==> config.mk <==
export PLATFORM = sky130hd
export DESIGN_NAME = instr_fetch_unit
export DESIGN_NICKNAME = d
export VERILOG_FILES = /design/src/rtl/fetch_pkg.sv /design/src/rtl/fetch_fifo.sv /design/src/rtl/instr_fetch_unit.sv
export SDC_FILE = /design/constraint.sdc
export NUM_CORES = 1
export LEC_CHECK = 0
export ABC_AREA = 1
export BUFFER_PORTS_ARGS = -buffer_cell sky130_fd_sc_hd__buf_2
export CAP_MARGIN = 10
export CORE_MARGIN = 2
export CORE_UTILIZATION = 45
export DETAILED_ROUTE_END_ITERATION = 12
export PLACE_DENSITY = 0.67
export SLEW_MARGIN = 10
export SYNTH_ARGS = -nofsm -noshare
export SYNTH_HDL_FRONTEND = slang
export SYNTH_SLANG_ARGS = --single-unit
==> constraint.sdc <==
create_clock -name clk -period 7.6 [get_ports clk]
set_clock_uncertainty 0.05 [all_clocks]
set_input_delay 0.76 -clock clk [delete_from_list [all_inputs] [get_ports clk]]
set_output_delay 0.76 -clock clk [all_outputs]
set_load 0.01 [all_outputs]
==> src/rtl/fetch_pkg.sv <==
// -----------------------------------------------------------------------------
// fetch_pkg
// Shared types and constants for the instruction fetch path.
//   fetch_state_t : fetch sequencer states (BOOT, RUN, FLUSH)
//   instr_t       : one 32-bit instruction word
//   fetch_entry_t : prefetch FIFO entry {word, pc}
//   WORD_BYTES    : fetch stride in bytes
//   align_word()  : clears the byte-offset bits of an address
// -----------------------------------------------------------------------------
package fetch_pkg;

    localparam int WORD_BYTES = 4;

    typedef enum logic [1:0] {
        BOOT  = 2'd0,
        RUN   = 2'd1,
        FLUSH = 2'd2
    } fetch_state_t;

    typedef logic [31:0] instr_t;

    typedef struct packed {
        instr_t      word;
        logic [31:0] pc;
    } fetch_entry_t;

    function automatic logic [31:0] align_word(input logic [31:0] addr);
        return addr & ~32'(WORD_BYTES - 1);
    endfunction

endpackage

==> src/rtl/fetch_fifo.sv <==
// -----------------------------------------------------------------------------
// fetch_fifo
// Synchronous prefetch FIFO of fetch_entry_t. The head entry is read straight
// from storage, so a push becomes visible on head one cycle later.
// Ports:
//   clk       in   clock, rising edge
//   reset     in   asynchronous active-high reset (empties the FIFO)
//   clear     in   synchronous flush; wins over push and pop
//   push      in   write push_data (caller guarantees not full)
//   push_data in   entry to write
//   pop       in   drop the head entry (caller guarantees not empty)
//   head      out  oldest entry (undefined content when count == 0)
//   count     out  number of stored entries, 0..DEPTH
// -----------------------------------------------------------------------------
module fetch_fifo
    import fetch_pkg::*;
#(
    parameter int DEPTH = 4
) (
    input  logic                     clk,
    input  logic                     reset,
    input  logic                     clear,
    input  logic                     push,
    input  fetch_entry_t             push_data,
    input  logic                     pop,
    output fetch_entry_t             head,
    output logic [$clog2(DEPTH):0]   count
);

    localparam int PW = $clog2(DEPTH);
    localparam int CW = PW + 1;

    fetch_entry_t  mem_q [DEPTH];
    logic [PW-1:0] wr_ptr_q;
    logic [PW-1:0] rd_ptr_q;
    logic [CW-1:0] count_q;

    // Storage needs no reset: validity is carried entirely by count_q.
    always_ff @(posedge clk) begin
        if (push && !clear) begin
            mem_q[wr_ptr_q] <= push_data;
        end
    end

    // DEPTH is a power of two, so the pointers wrap by natural overflow.
    always_ff @(posedge clk or posedge reset) begin
        if (reset) begin
            wr_ptr_q <= '0;
            rd_ptr_q <= '0;
            count_q  <= '0;
        end else if (clear) begin
            wr_ptr_q <= '0;
            rd_ptr_q <= '0;
            count_q  <= '0;
        end else begin
            if (push) wr_ptr_q <= wr_ptr_q + 1'b1;
            if (pop)  rd_ptr_q <= rd_ptr_q + 1'b1;
            count_q <= count_q + CW'(push) - CW'(pop);
        end
    end

    assign head  = mem_q[rd_ptr_q];
    assign count = count_q;

endmodule

==> src/rtl/instr_fetch_unit.sv <==
// -----------------------------------------------------------------------------
// instr_fetch_unit
// Fetches 32-bit words from instruction memory (req/gnt/rvalid), buffers them
// in a prefetch FIFO and hands them to the core with valid/ready. A redirect
// (taken branch / PC write) clears the FIFO and discards responses that are
// still in flight.
// Optional feature: define FETCH_STATS_EN to build the fetched/dropped
// counters; otherwise stat_fetched/stat_dropped are tied to 0.
// Ports:
//   clk, reset              clock; asynchronous active-high reset
//   imem_req/addr           fetch request and word address
//   imem_gnt                request accepted this cycle
//   imem_rvalid/rdata       in-order read response
//   redirect/redirect_pc    new fetch address, highest priority
//   instr_valid/instr/pc    instruction to the consumer
//   instr_ready             consumer accepts
//   stat_fetched/dropped    delivered / discarded word counters
// -----------------------------------------------------------------------------
module instr_fetch_unit
    import fetch_pkg::*;
#(
    parameter int          DEPTH    = 4,
    parameter logic [31:0] RESET_PC = 32'h0000_0000
) (
    input  logic        clk,
    input  logic        reset,
    output logic        imem_req,
    output logic [31:0] imem_addr,
    input  logic        imem_gnt,
    input  logic        imem_rvalid,
    input  logic [31:0] imem_rdata,
    input  logic        redirect,
    input  logic [31:0] redirect_pc,
    output logic        instr_valid,
    output logic [31:0] instr,
    output logic [31:0] instr_pc,
    input  logic        instr_ready,
    output logic [31:0] stat_fetched,
    output logic [31:0] stat_dropped
);

    localparam int             CW      = $clog2(DEPTH) + 1;
    localparam logic [CW:0]    DEPTH_W = DEPTH[CW:0];

    fetch_state_t  state_q;
    logic [31:0]   fetch_pc_q;
    logic [CW-1:0] outstanding_q;
    logic [CW-1:0] outstanding_d;
    logic [CW-1:0] fifo_count;
    fetch_entry_t  fifo_head;
    fetch_entry_t  push_entry;
    logic          fifo_valid;
    logic          credit_ok;
    logic          issue;
    logic          rsp_ok;
    logic          push;
    logic          pop;

    assign fifo_valid = (fifo_count != '0);

    // Never have more words buffered plus in flight than the FIFO can hold,
    // so an arriving response always has a free slot.
    assign credit_ok = ({1'b0, fifo_count} + {1'b0, outstanding_q}) < DEPTH_W;

    assign imem_req  = (state_q == RUN) && !redirect && credit_ok;
    assign imem_addr = fetch_pc_q;
    assign issue     = imem_req && imem_gnt;

    // A response with nothing outstanding is a protocol error and is ignored.
    assign rsp_ok = imem_rvalid && (outstanding_q != '0);
    assign push   = rsp_ok && (state_q == RUN) && !redirect;
    assign pop    = fifo_valid && instr_ready && !redirect;

    assign outstanding_d = outstanding_q + CW'(issue) - CW'(rsp_ok);

    // In RUN every outstanding request was issued sequentially since the last
    // redirect, so the oldest one sits outstanding_q words behind fetch_pc_q.
    assign push_entry.word = imem_rdata;
    assign push_entry.pc   = fetch_pc_q - (32'(outstanding_q) << 2);

    fetch_fifo #(
        .DEPTH (DEPTH)
    ) u_fifo (
        .clk       (clk),
        .reset     (reset),
        .clear     (redirect),
        .push      (push),
        .push_data (push_entry),
        .pop       (pop),
        .head      (fifo_head),
        .count     (fifo_count)
    );

    always_ff @(posedge clk or posedge reset) begin
        if (reset) begin
            state_q       <= BOOT;
            fetch_pc_q    <= RESET_PC;
            outstanding_q <= '0;
        end else begin
            outstanding_q <= outstanding_d;
            if (redirect) begin
                fetch_pc_q <= align_word(redirect_pc);
            end else if (issue) begin
                fetch_pc_q <= fetch_pc_q + 32'(WORD_BYTES);
            end
            case (state_q)
                BOOT:  state_q <= RUN;
                RUN:   if (redirect) state_q <= (outstanding_d == '0) ? RUN : FLUSH;
                // A redirect while flushing restarts the wait for quiet.
                FLUSH: if (!redirect && outstanding_d == '0) state_q <= RUN;
                default: state_q <= BOOT;
            endcase
        end
    end

    assign instr_valid = fifo_valid;
    assign instr       = fifo_valid ? fifo_head.word : '0;
    assign instr_pc    = fifo_valid ? fifo_head.pc   : '0;

`ifdef FETCH_STATS_EN
    logic [31:0] stat_fetched_q;
    logic [31:0] stat_dropped_q;
    logic [31:0] drop_inc;

    // A redirect throws away every buffered word plus any response landing
    // in the same cycle; in FLUSH each response is a discard.
    always_comb begin
        drop_inc = '0;
        if (redirect) begin
            drop_inc = 32'(fifo_count) + 32'(rsp_ok);
        end else if (state_q == FLUSH && rsp_ok) begin
            drop_inc = 32'd1;
        end
    end

    always_ff @(posedge clk or posedge reset) begin
        if (reset) begin
            stat_fetched_q <= '0;
            stat_dropped_q <= '0;
        end else begin
            stat_fetched_q <= stat_fetched_q + 32'(push);
            stat_dropped_q <= stat_dropped_q + drop_inc;
        end
    end

    assign stat_fetched = stat_fetched_q;
    assign stat_dropped = stat_dropped_q;
`else
    assign stat_fetched = '0;
    assign stat_dropped = '0;
`endif

    rvalid_has_request: assert property (
        @(posedge clk) disable iff (reset) !(imem_rvalid && outstanding_q == '0)
    );

endmodule

== Word-level counts from Yosys, hierarchy flattened ==
Memories as Yosys holds them, arrays and structs flattened.
Index checks and enable logic that the tools add are counted.

* Register bits after elaboration: 44
* RAM bits: 256
* Bits of input ports: 70
* Output and inout port bits: 162
* Logic and storage cells: 55
* Memories kept: 1

{| class="wikitable"
|+ Memory list
! name !! words !! width !! rd ports !! clocked after Yosys merged registers in !! write ports !! RTL line !! text
|-
| u_fifo.mem_q || 4 || 64 || 1 || 0 || 1 || fetch_fifo.sv:33 || <nowiki>fetch_entry_t mem_q [DEPTH];</nowiki>
|}

* $add $sub $neg: 9
* $lt $le $gt $ge: 1
* Eq/ne operators: 4
* Multiplexer cells: 15
* Reduce and logical (&&, ||, !) cells: 19

{| class="wikitable"
|+ Operators with widths
! kind !! number
|-
| two-way mux 32 bit || 4
|-
| adder 32 x 3 -> 32 bit, second input constant || 1
|-
| subtractor 32 x 5 -> 32 bit || 1
|-
| two-way mux 2 bit || 7
|-
| logical AND 1 bit || 10
|-
| adder 3 x 1 -> 3 bit || 2
|-
| case mux 2 bit (3 select lines) || 1
|-
| nonzero test 2 bit || 3
|-
| nonzero test 3 bit || 2
|-
| subtractor 3 x 1 -> 3 bit || 2
|-
| adder 2 x 1 -> 2 bit, second input constant || 2
|-
| adder 3 x 3 -> 4 bit || 1
|-
| < comparator 4 x 3 -> 1 bit, second input constant || 1
|-
| inequality test 2 bit, second input constant || 2
|-
| zero test 3 bit || 1
|-
| two-way mux 3 bit || 1
|-
| == test 2 x 1 -> 1 bit, second input constant || 1
|-
| == test 2 bit, second input constant || 1
|-
| zero test 2 bit || 1
|-
| two-way mux 1 bit || 2
|-
| AND reduction 2 bit || 1
|-
| zero test 1 bit || 1
|}

== Depth between registers and ports, before layout ==
* Depth in word-level cells: 10
* Depth in mapped cells: 15
* Mapped depth without buffers: 14

== Modules after synthesis ==
A second synthesis with hierarchy kept.

* Cell total of the unflattened synthesis: 1565
* Area, all modules: 15041.9 um^2

{| class="wikitable"
|+ Modules (own cells, without submodules)
! module !! times used !! cells each !! area each (um^2) !! seq. area each (um^2)
|-
| fetch_fifo || 1 || 799 || 10538.9 || 7862.5
|-
| instr_fetch_unit || 1 || 766 || 4503.1 || 875.8
|}

== Least setup slack after synthesis ==
OpenSTA, ideal clock, no wires.

* Path type: in2reg
* From: input port redirect
* To: memory u_fifo.mem_q[0][10] in the netlist's numbering (enable)
* Library setup time: 482 ps
* Arrival time: 3762 ps
* Data required time: 7068 ps
* Setup slack: 3306 ps
* Stages: 4
* Buffers on the path: 1
* Path through: buf_2 > nor2_4 > nand2_1 > nor2_1

* Cells in the longest elaborated chain, start to end: 5

{| class="wikitable"
|+ Ends and longest elaborated chain
! what !! RTL line !! text
|-
| start: declaration || instr_fetch_unit.sv:32 || <nowiki>input logic redirect,</nowiki>
|-
| zero test 1 bit (*) || fetch_fifo.sv:40, instr_fetch_unit.sv:71 ||
|-
| logical AND 1 bit || instr_fetch_unit.sv:71 || <nowiki>assign push = rsp_ok && (state_q == RUN) && !redirect;</nowiki>
|-
| logical AND 1 bit (*) || fetch_fifo.sv:40 || <nowiki>if (push && !clear) begin</nowiki>
|-
| two-way mux 1 bit (*) || fetch_fifo.sv:40 ||
|-
| two-way mux 1 bit (not written as such) (*) || fetch_fifo.sv:41 || <nowiki>mem_q[wr_ptr_q] <= push_data;</nowiki>
|-
| end: declaration || fetch_fifo.sv:33 ||
|}

Every way passes the cells marked *; elsewhere a longest branch is shown, timed or not.

== Final worst setup path ==
* From: register u_fifo.rd_ptr_q[0]
* To: output port instr_pc[21]

* Cells in the longest elaborated chain, start to end: 2

{| class="wikitable"
|+ Ends and longest elaborated chain
! what !! RTL line !! text
|-
| start: declaration || fetch_fifo.sv:35 || <nowiki>logic [PW-1:0] rd_ptr_q;</nowiki>
|-
| start signal: assignment || fetch_fifo.sv:57 || <nowiki>if (pop) rd_ptr_q <= rd_ptr_q + 1'b1;</nowiki>
|-
| memory read (4 x 64 bit) || n/a ||
|-
| two-way mux 32 bit || instr_fetch_unit.sv:118 || <nowiki>assign instr_pc = fifo_valid ? fifo_head.pc : '0;</nowiki>
|-
| end: declaration || instr_fetch_unit.sv:36 || <nowiki>output logic [31:0] instr_pc,</nowiki>
|}

No other way between the ends.

==> results.json <==
{
  "ctsHoldBuffers": 0,
  "h-tree-depth": 1,
  "via_per_inst": 5.06,
  "clk_pin_slew_ps": 60,
  "numCtsBuffers": 31,
  "synth.ff_latch_count": 290,
  "synth_top_area_share_pct": 53.1,
  "antenna_found_initial": 0,
  "drtIter0Drc": 660,
  "initial_core_util_pct": 45.7,
  "max_freq_mhz": 250,
  "hpwl_um": 19500,
  "yosys.area.top_type": "edfxtp_1",
  "critPathBufInv": 3,
  "status": "completed",
  "drt-pass1-iter-count": 5,
  "vias": 10100,
  "ioPinCount": 232,
  "finalWeightedCongestion": 0.841,
  "die_y_um": 181,
  "whs_ps": 285,
  "synth-main-ff-cell": "edfxtp_1",
  "detail-route-antenna-nets": 0,
  "relSlewSlack_pct": 32.4,
  "clk_latency_ps": 570,
  "fin_setup_tns_ps": 0,
  "cts_resized": 0,
  "cp.required_ps": 6790,
  "ff_latch_area_mm2": 0.00850,
  "hold_class": "input pin to async pin",
  "area_delta_synth_final_pct": 14.2,
  "tritoncts": "done",
  "drt-total-wl_um": 32300,
  "synth_commonest_cells": "nor2_1 (317), edfxtp_1 (248), nand2_1 (215)",
  "critPathMaxFanout": 98,
  "clkSinkCount": 290,
  "wire_per_inst_um": 16.2,
  "postSynthAreaPerCell_um2": 9.77,
  "dieArea_mm2": 0.0326,
  "total_power_mw": 5.43,
  "yosys.cell_count.top_type": "nor2_1",
  "io_buffers": 161,
  "yosys-top-cells-area": "edfxtp_1 (53%), nor2_1 (8.5%), dfrtp_1 (7.5%), nand2_1 (5.8%), o21ai_0 (4.7%)",
  "critical-path-max-stage-delay_ps": 730,
  "drc": 0,
  "multi_input_area_mm2": 0.00467,
  "arrival_ps": 3190,
  "finalCritPeriodShare_pct": 52.6,
  "grtUsageTotal_pct": 19.5,
  "grt_pass1_wl_um": 51100,
  "drv_cap": 0,
  "drive_above_1_share_pct": 17.7,
  "crit_type": "flip-flop to primary output",
  "setup_slack_ps": 3600,
  "ys_types": 35,
  "core.rowCount": 64,
  "fin_util_pct": 52.3,
  "nNetsFinal": 1658,
  "cp_slowest_cell": "buf_4",
  "ir_drop_mv": 0.231,
  "dp_slack_ps": 4000,
  "grt_max_degree": 99,
  "r2r_setup_slack_ps": 4240,
  "critPathLaunchType": "flip-flop",
  "num_antenna_cells": 0,
  "hold_violations": 0,
  "ctsLongestPathBuffers": 3,
  "slew_viol_final": 0,
  "syn_area_mm2": 0.0140,
  "fin_crit_ps": 4000,
  "chipWidth_um": 181,
  "yosys_warnings": 0,
  "crit_chain": "inv_2 -> buf_4 -> o21ai_0 -> a21oi_1 -> buf_2",
  "fillers": 2766,
  "synthArstFlopShare_pct": 14.5,
  "final-setup-viol-count": 0,
  "postCtsSetupBuffers": 0,
  "synth_seq_area_share_pct": 60.6,
  "worstMarginPinSlew_ps": 1010,
  "coreArea_mm2": 0.0307,
  "synthCells": 1436,
  "synth_edf_count": 248,
  "cts_root_buf": "clkbuf_16",
  "leakage_nw": 6.53,
  "grt_overflow": 0,
  "critPathTopFamily": "buffers and inverters",
  "critPathCaptureType": "primary output",
  "grt_pass1_vias": 9539,
  "rsz0062_at_grt": "false",
  "powerDensity_mw_per_mm2": 339
}
==> worst register-to-register path, stage by stage, from the launching register on <==
cell and delay [ps]:
dfrtp_1 390, ha_1 290, nor3_1 290, nand4_2 440, ha_1 460, inv_1 40, ha_1 180, fa_1 480
nor2_1 140, nand3_1 130, o21ai_0 260, nand2_1 90, nand2_1 60
==> registers in the layout, indices dropped and copies added, names as in the netlist <==
name and cells:
u_fifo.rd_ptr_q 2, u_fifo.mem_q 248, state_q 2, u_fifo.count 3, u_fifo.wr_ptr_q 2, outstanding_q 3, imem_addr 30
==> worst paths after layout <==
| check | from | endpoint | cells past startpoint |
|---|---|---|---|
| worst max-delay path | u_fifo.rd_ptr_q[0]$_DFFE_PP0P_ | instr_pc[21] | 5 |
| worst min-delay path | reset | imem_addr[4]$_DFFE_PP0N_ | 3 |
| worst max register to register | outstanding_q[2]$_DFF_PP0_ | state_q[0]$_DFFE_PP0P_ | 12 |
| worst min register to register | state_q[1]$_DFFE_PP0P_ | state_q[0]$_DFFE_PP0P_ | 3 |
| max in group asynchronous | reset | u_fifo.rd_ptr_q[0]$_DFFE_PP0P_ | 3 |
| min in group clk | imem_rdata[6] | u_fifo.mem_q[2][38]$_DFFE_PP_ | 1 |
==> cells in the final DEF (no fill, tap or decap), types with 2 or more instances in the layout <==
cell	netlist	layout
nor2_1	317	313
edfxtp_1	248	248
nand2_1	215	215
buf_2	27	161
o21ai_0	131	131
nand3_1	83	83
inv_1	78	78
a21oi_1	69	69
conb_1	1	68
dfrtp_1	42	40
clkbuf_16	0	31
xor2_1	23	23
nor2_2	20	19
nor2_4	10	15
ha_1	14	14
buf_4	73	10
inv_2	9	9
bufinv_16	0	9
nand2_2	7	7
nand4_1	6	6
clkinv_1	0	6
o21ai_1	5	5
nand3_2	4	4
clkbuf_1	29	4
xnor2_1	3	3
nand2_4	3	3
fa_1	3	3
clkinv_2	0	3
nor3_1	2	2
clkinvlp_4	0	2
==> area by class of cell <==
class / count / share of cell area, %
Sequential cell: 290 / 53.1
Multi-Input combinational cell: 990 / 29.1
Timing Repair Buffer: 171 / 5.50
Clock buffer: 36 / 5.02
Tap cell: 396 / 3.09
Clock inverter: 22 / 2.19
Inverter: 87 / 2.04
==> through the flow <==
| stage | cell area, um^2 | cells |
|---|---|---|
| detailed placement | 14900 | 1934 |
| finish | 16000 | 1992 |
| floorplan | 14300 | 1503 |
| CTS | 16000 | 1992 |
| global route | 16000 | 1992 |
| global placement | 14900 | 1934 |
==> metal layers <==
layer  vias up  share of wire (%)  track usage (%)
met5         -                  0                0
met4         0                2.1             4.45
met3        53                5.8             2.93
met2       330                 48             32.7
met1      4777                 44             26.8
li1       4915                  -                -
==> kinds of logic after synthesis <==
| logic type | synth area share (%) |
|---|---|
| adder cells (fa/ha/maj) | 1.68 |
| flip-flops | 60.6 |
| buffers and inverters | 8.22 |
| AND/OR/NAND/NOR | 20.5 |
| AO/OA/AOI/OAI | 7.42 |
| XOR/XNOR | 1.62 |
| other | 0.0267 |
==> power breakdown <==
group / leakage (nW) / total, mW / switching (mW) / internal (mW)
clock: 0.556 / 1.67 / 0.611 / 1.06
sequential: 2.76 / 2.10 / 0.158 / 1.94
combinational: 3.22 / 1.66 / 1.15 / 0.513
No activity file was read; power rests on OpenSTA's default activity.
